### src/rtl/display_scan_controller.sv
// display_scan_controller: 4-digit 7-segment scan with frame-aligned value commit.
// Define LEADING_ZERO_BLANK_EN to blank digits above the most-significant non-zero nibble.
module display_scan_controller #(
    parameter int TICKS_PER_DIGIT = 100000,
    parameter int CNT_W           = 17
) (
    input  logic        clk,
    input  logic        resetN,
    input  logic        enableIn,
    input  logic [15:0] valueIn,
    input  logic        loadValid,
    output logic        loadReady,
    output logic [1:0]  digitSelect,
    output logic [3:0]  nibbleOut,
    output logic        blankOut,
    output logic        frameStart
);
    typedef enum logic {IDLE, PENDING} state_t;
    state_t           r_state, w_state_nxt;
    logic [CNT_W-1:0] r_presc;
    logic [1:0]       r_digit;
    logic [15:0]      r_shadow, r_displayed;
    logic             r_frame_start;
    logic             w_tick, w_commit, w_load, w_apply;

    assign w_tick   = enableIn && (r_presc == CNT_W'(TICKS_PER_DIGIT - 1));
    assign w_commit = w_tick && (r_digit == 2'd3);

    always_ff @(posedge clk or negedge resetN) begin
        if (!resetN) begin
            r_presc       <= '0;
            r_digit       <= 2'd0;
            r_frame_start <= 1'b0;
        end else begin
            r_frame_start <= w_commit;
            if (enableIn) begin
                r_presc <= w_tick ? '0 : r_presc + 1'b1;
                if (w_tick) r_digit <= r_digit + 2'd1;
            end
        end
    end

    always_ff @(posedge clk or negedge resetN) begin
        if (!resetN) begin
            r_state     <= IDLE;
            r_shadow    <= 16'h0000;
            r_displayed <= 16'h0000;
        end else begin
            r_state <= w_state_nxt;
            if (w_load) r_shadow <= valueIn;
            if (w_apply) r_displayed <= r_shadow;
        end
    end

    // A load taken while IDLE in a commit cycle waits for the following wrap.
    always_comb begin
        w_state_nxt = r_state;
        loadReady   = 1'b0;
        w_load      = 1'b0;
        w_apply     = 1'b0;
        if (r_state == IDLE) begin
            loadReady = 1'b1;
            w_load    = loadValid;
            if (loadValid) w_state_nxt = PENDING;
        end else if (w_commit) begin
            w_apply     = 1'b1;
            w_state_nxt = IDLE;
        end
    end

    assign digitSelect = r_digit;
    assign nibbleOut   = r_displayed[4*r_digit +: 4];
    assign frameStart  = r_frame_start;

`ifdef LEADING_ZERO_BLANK_EN
    logic [1:0] w_msd;
    always_comb begin
        w_msd = 2'd0;
        for (int i = 1; i < 4; i++)
            if (r_displayed[4*i +: 4] != 4'd0) w_msd = 2'(i);
    end
    assign blankOut = !enableIn || (r_digit > w_msd);
`else
    assign blankOut = !enableIn;
`endif
endmodule

### config.mk
export PLATFORM = sky130hd
export DESIGN_NAME = display_scan_controller
export DESIGN_NICKNAME = d
export VERILOG_FILES = /design/src/rtl/display_scan_controller.sv
export SDC_FILE = /design/constraint.sdc
export NUM_CORES = 1
export LEC_CHECK = 0
export CAP_MARGIN = 25
export CORE_MARGIN = 2
export CORE_UTILIZATION = 31
export CTS_CLUSTER_DIAMETER = 80
export DETAILED_ROUTE_END_ITERATION = 8
export GPL_ROUTABILITY_DRIVEN = 0
export HOLD_SLACK_MARGIN = 0.02
export PLACE_DENSITY = 0.47
export SLEW_MARGIN = 0
export SYNTH_ARGS = -nofsm -noshare
export SYNTH_HDL_FRONTEND = slang
export SYNTH_SLANG_ARGS = --single-unit
export TNS_END_PERCENT = 20
### constraint.sdc
create_clock -name clk -period 2.12 [get_ports clk]
set_input_delay 0.424 -clock clk [delete_from_list [all_inputs] [get_ports clk]]
set_output_delay 0.424 -clock clk [all_outputs]
set_load 0.02 [all_outputs]
# [Yosys cells after proc, flatten, opt, wreduce, memory -nomap -nowiden]
# Cells that the tools add are included.
[totals] mem_bits_ro=0 mem_bits_rw=0 word_cells=23 memories=0 inputBits=20 out_inout_bits=9 register_bits=53 latchBits=0
[classes] n_eq_ne=2 n_reduce_logical=4 mul=0 addsub=2 bitwise=0 order_cmp=0 div=0 shifts=1 n_mux=8
[ops] operator="adder 17 x 1 -> 17 bit, second input constant" n=1
[ops] operator="equality test 17 bit, second input constant" n=1
[ops] operator="2-to-1 mux 17 bit" n=1
[ops] operator="indexed part select 16 x 5 -> 4 bit" n=1
[ops] operator="2-to-1 mux 1 bit" n=7
[ops] operator="adder 2 x 1 -> 2 bit, second input constant" n=1
[ops] operator="equality test 2 bit, second input constant" n=1
[ops] operator="logical AND 1 bit" n=2
[ops] operator="AND reduction 2 bit" n=1
[ops] operator="logical NOT 1 bit" n=1

# [Depth between registers and ports, before layout]
[logic_depth] word_depth=5 ltp_mapped=7 ltp_nobuf=5

# [Least setup slack after synthesis]
# No wires, ideal clock.
[synth_path] path_type="register to register" start="register r_presc[0]" end="register r_displayed[10]" required_time_ps=1995 arrival_ps=1770 slack_ps=225 synth_period_minus_slack_ps=1895 path_stages_with_launch=8 path_cell_list="dfrtp_1 ha_1 and3_1 buf_2 nand3_1 nor3_4 buf_8 mux2_4"
[synth_via] elab_chain_len=5
[synth_lines] item="start: declaration" line="20" text="logic [CNT_W-1:0] r_presc;"
[synth_lines] item="start signal: assignment" line="37" text="r_presc <= w_tick ? '0 : r_presc + 1'b1;"
[synth_lines] item="equality test 17 bit" line="26" text="assign w_tick = enableIn && (r_presc == CNT_W'(TICKS_PER_DIGIT - 1));"
[synth_lines] item="logical AND 1 bit" line="26"
[synth_lines] item="logical AND 1 bit" line="27" text="assign w_commit = w_tick && (r_digit == 2'd3);"
[synth_lines] item="2-to-1 mux 1 bit" line="65" text="end else if (w_commit) begin"
[synth_lines] item="2-to-1 mux 1 bit" line="61" text="if (r_state == IDLE) begin"
[synth_lines] item="end signal: assignment" line="51" text="if (w_apply) r_displayed <= r_shadow;"
[synth_lines] item="end: declaration" line="22" text="logic [15:0] r_shadow, r_displayed;"
# Every way passes these cells.
# A chain may end at the register's enable or synchronous reset.

# [Worst setup path after layout]
[layout_path] start="register r_digit[0], in the netlist digitSelect[0]" end="output nibbleOut[3]"
[layout_via] elab_chain_len=1
[layout_lines] item="start: declaration" line="21" text="logic [1:0] r_digit;"
[layout_lines] item="start signal: assignment" line="38" text="if (w_tick) r_digit <= r_digit + 2'd1;"
[layout_lines] item="indexed part select 16 x 5 -> 4 bit" line="72" text="assign nibbleOut = r_displayed[4*r_digit +: 4];"
[layout_lines] item="end: declaration" line="14" text="output logic [3:0] nibbleOut,"
# Every way passes these cells.

==> results.toml <==
[final_layout]
seq_area_um2 = 1330
n_antenna_cell = 0
final_util_pct = 40.3
multi_input_area_um2 = 967
nFillCells = 719
final_nets = 232
area_growth_pct = 25.1
drive_above_1_share_pct = 29.9

[timing]
max_slew.worst_pin.slew_ns = 0.391
setup_tns_ns = 0
slew_headroom_pct = 73.6
hold_violations = 0
setup_violations = 0
clock_skew_ns = 0.0129
rsz0062_at_grt = "no"
final.min_clock_period_ns = 2.03
max_clock_freq_mhz = 493
timing.final.crit_share_pct = 95.8
final_max_slew_viol_count = 0

[critical_path]
cp-end-kind = "output pin"
rr_endpoint = "r_displayed[3]$_DFFE_PN0P_"
crit_slowest_cell = "mux4_2"
critPathTopFamily = "multiplexers"
arrival_ns = 1.61
worstSetupPathType = "flop to output pin"
cp.depth = 2
reg2reg_setup_slack_ns = 0.21
setup.worst_path.start_class = "flop"
rr_worst_depth = 5
crit_end = "nibbleOut[3]"
cp_cell_sequence = "mux4_2 > dlygate4sd2_1"
reg2reg_from = "r_presc[5]$_DFFE_PN0P_"
critPathMaxFanout = 5
critPathBufInv = 1
worst_path_largest_cell_delay_ns = 0.50
required_ns = 1.70
crit_start = "digitSelect[0]$_DFFE_PN0P_"

[floorplan]
dieArea_um2 = 8290
ios = 29
die_x_um = 91.0
initial_core_util_pct = 32.2
rows = 31
core_um2 = 7290
fp.dieH_um = 91.0

[routing]
drc_errors = 0
drtPass1Iterations = 4
routed_via_density = 4.59
routedWlPerCell_um = 14.9
drt-initial-drc-count = 69
routed_wl_um = 4610
ant_nets = 0
num_vias = 1422

[global_route]
grt_pass1_vias = 1582
globalRouteTotalUtil_pct = 11.9
grt_overflow = 0
antenna_found_initial = 0
grt_max_degree = 54
grt_pass1_wl_um = 7860

[clocking]
htreeDepth = 2
cts.path.max_buffers = 2
cts_buffers = 5
cts.hold.buffers_added = 0
cts_tree = "built"
clkTransAtPathRegs_ns = 0.10
clock_sinks = 53
clockRootBuffer = "clkbuf_8"
clkLatencyLatePin_ns = 0.30

[synth]
synth_area_leaders = "dfrtp_1, mux2_2, mux2_4, xnor2_1, mux4_2"
synth_ff_type = "dfrtp_1"
synth_top_cell_by_area = "dfrtp_1"
synthDominantCellAreaShare_pct = 56.5
synthArstFlopShare_pct = 100
synth_nets = 193
synthTopCellsByCount = "dfrtp_1, mux2_2, xnor2_1"
synth_edf_count = 0
synth.yosys.seq_area_share_pct = 56.5
synth.distinct_cells = 31
ys_ff_latch = 53
synthCells = 171
syn_area_um2 = 2350
yosysMostFrequentCell = "dfrtp_1"
synth.avg_cell_area_um2 = 13.7
yosys_warnings = 0

[pwr]
leakage_uw = 0.00132
p_per_area_nw_per_um2 = 720
peakVddDrop_mv = 0.397

[placement]
io_buffers = 28
dp_hpwl_um = 3180

[job]
cap_violations = 0

[min_path]
hold_path.class = "input port to asynchronous set/reset pin"

[outcome]
status = "complete, no violations"
-- what timing repair did --
action	in CTS	in global routing
pin swaps	0	0
endpoints found under the hold margin	0	0
setup endpoints to repair	5	1
cloned	0	0
setup buffers	1	0
resized for setup	8	1
-- per-layer routing --
layer / track usage [%] / vias to the layer above / part of all wire [%]
met5: 0 / - / 0
met4: 3.79 / 0 / 1.0
met3: 2.66 / 5 / 3.3
met2: 19.6 / 21 / 49
met1: 15.5 / 721 / 47
li1: - / 675 / -
-- worst min-delay path by stage --
stage / end / slack, ns
floorplan: digitSelect[0]$_DFFE_PN0P_ / 0.13
global placement: r_shadow[0]$_DFFE_PN0P_ / 0.43
detailed placement: r_displayed[4]$_DFFE_PN0P_ / 0.44
CTS: r_presc[1]$_DFFE_PN0P_ / 0.11
global route: r_presc[1]$_DFFE_PN0P_ / 0.10
finish: r_presc[1]$_DFFE_PN0P_ / 0.1
-- flip-flops by register name (all words and copies together) (netlist names) --
register	flops
r_shadow	16
r_presc	17
r_state	1
frameStart	1
r_displayed	16
digitSelect	2
-- metrics by stage --
step                      hold slack, ns  total power (µW)  setup WS (ns)  std cells  instance area, µm²
after detailed placement           0.444              1420         0.0157        301                2820
after global routing               0.105              2220        0.00250        310                2940
after CTS                          0.110              2150         0.0492        310                2940
after floorplan                    0.128              1300          0.225        171                2350
final                             0.0975              2110         0.0900        310                2940
after global placement             0.435              1400         0.0158        301                2820
-- layout by cell type (no fill, tap or decap), types with 4 or more instances in the layout --
| master | synthesis | final |
|---|---|---|
| dfrtp_1 | 53 | 52 |
| mux2_2 | 24 | 24 |
| clkdlybuf4s50_1 | 0 | 23 |
| xnor2_1 | 11 | 11 |
| nand2_1 | 10 | 10 |
| nor2_1 | 9 | 9 |
| mux2_4 | 9 | 9 |
| buf_4 | 1 | 8 |
| nand3_1 | 6 | 6 |
| clkbuf_8 | 0 | 6 |
| nand4_1 | 5 | 5 |
| mux4_2 | 4 | 4 |
| and3_1 | 4 | 4 |
-- area by class of cell --
class                   instances  share of cell area, %
clock buffers                   6                   2.81
clock inverters                 2                   1.28
inverters                       3                  0.383
multi-input cells             108                   32.9
flip-flops and latches         53                   45.2
well taps                      99                   4.22
repair buffers                 39                   13.2
-- power breakdown --
part	total [µW]	switching [µW]	internal, µW	leakage, µW
Clock	722	338	384	0.0000574
Combinational	204	86.2	118	0.000565
Sequential	1190	93.7	1090	0.000698
-- cell families (layout without fill, tap and decap cells) --
kind of cell | count (synthesis) | count (layout) | synth area share (%)
flops | 53 | 53 | 56.5
simple gates | 48 | 48 | 11.9
buf+inv | 10 | 50 | 2.34
compound gates | 6 | 6 | 1.44
fa+ha+maj | 2 | 2 | 1.07
xor+xnor | 14 | 14 | 5.22
mux | 38 | 38 | 21.5
Power figures use the tool's default switching activity.
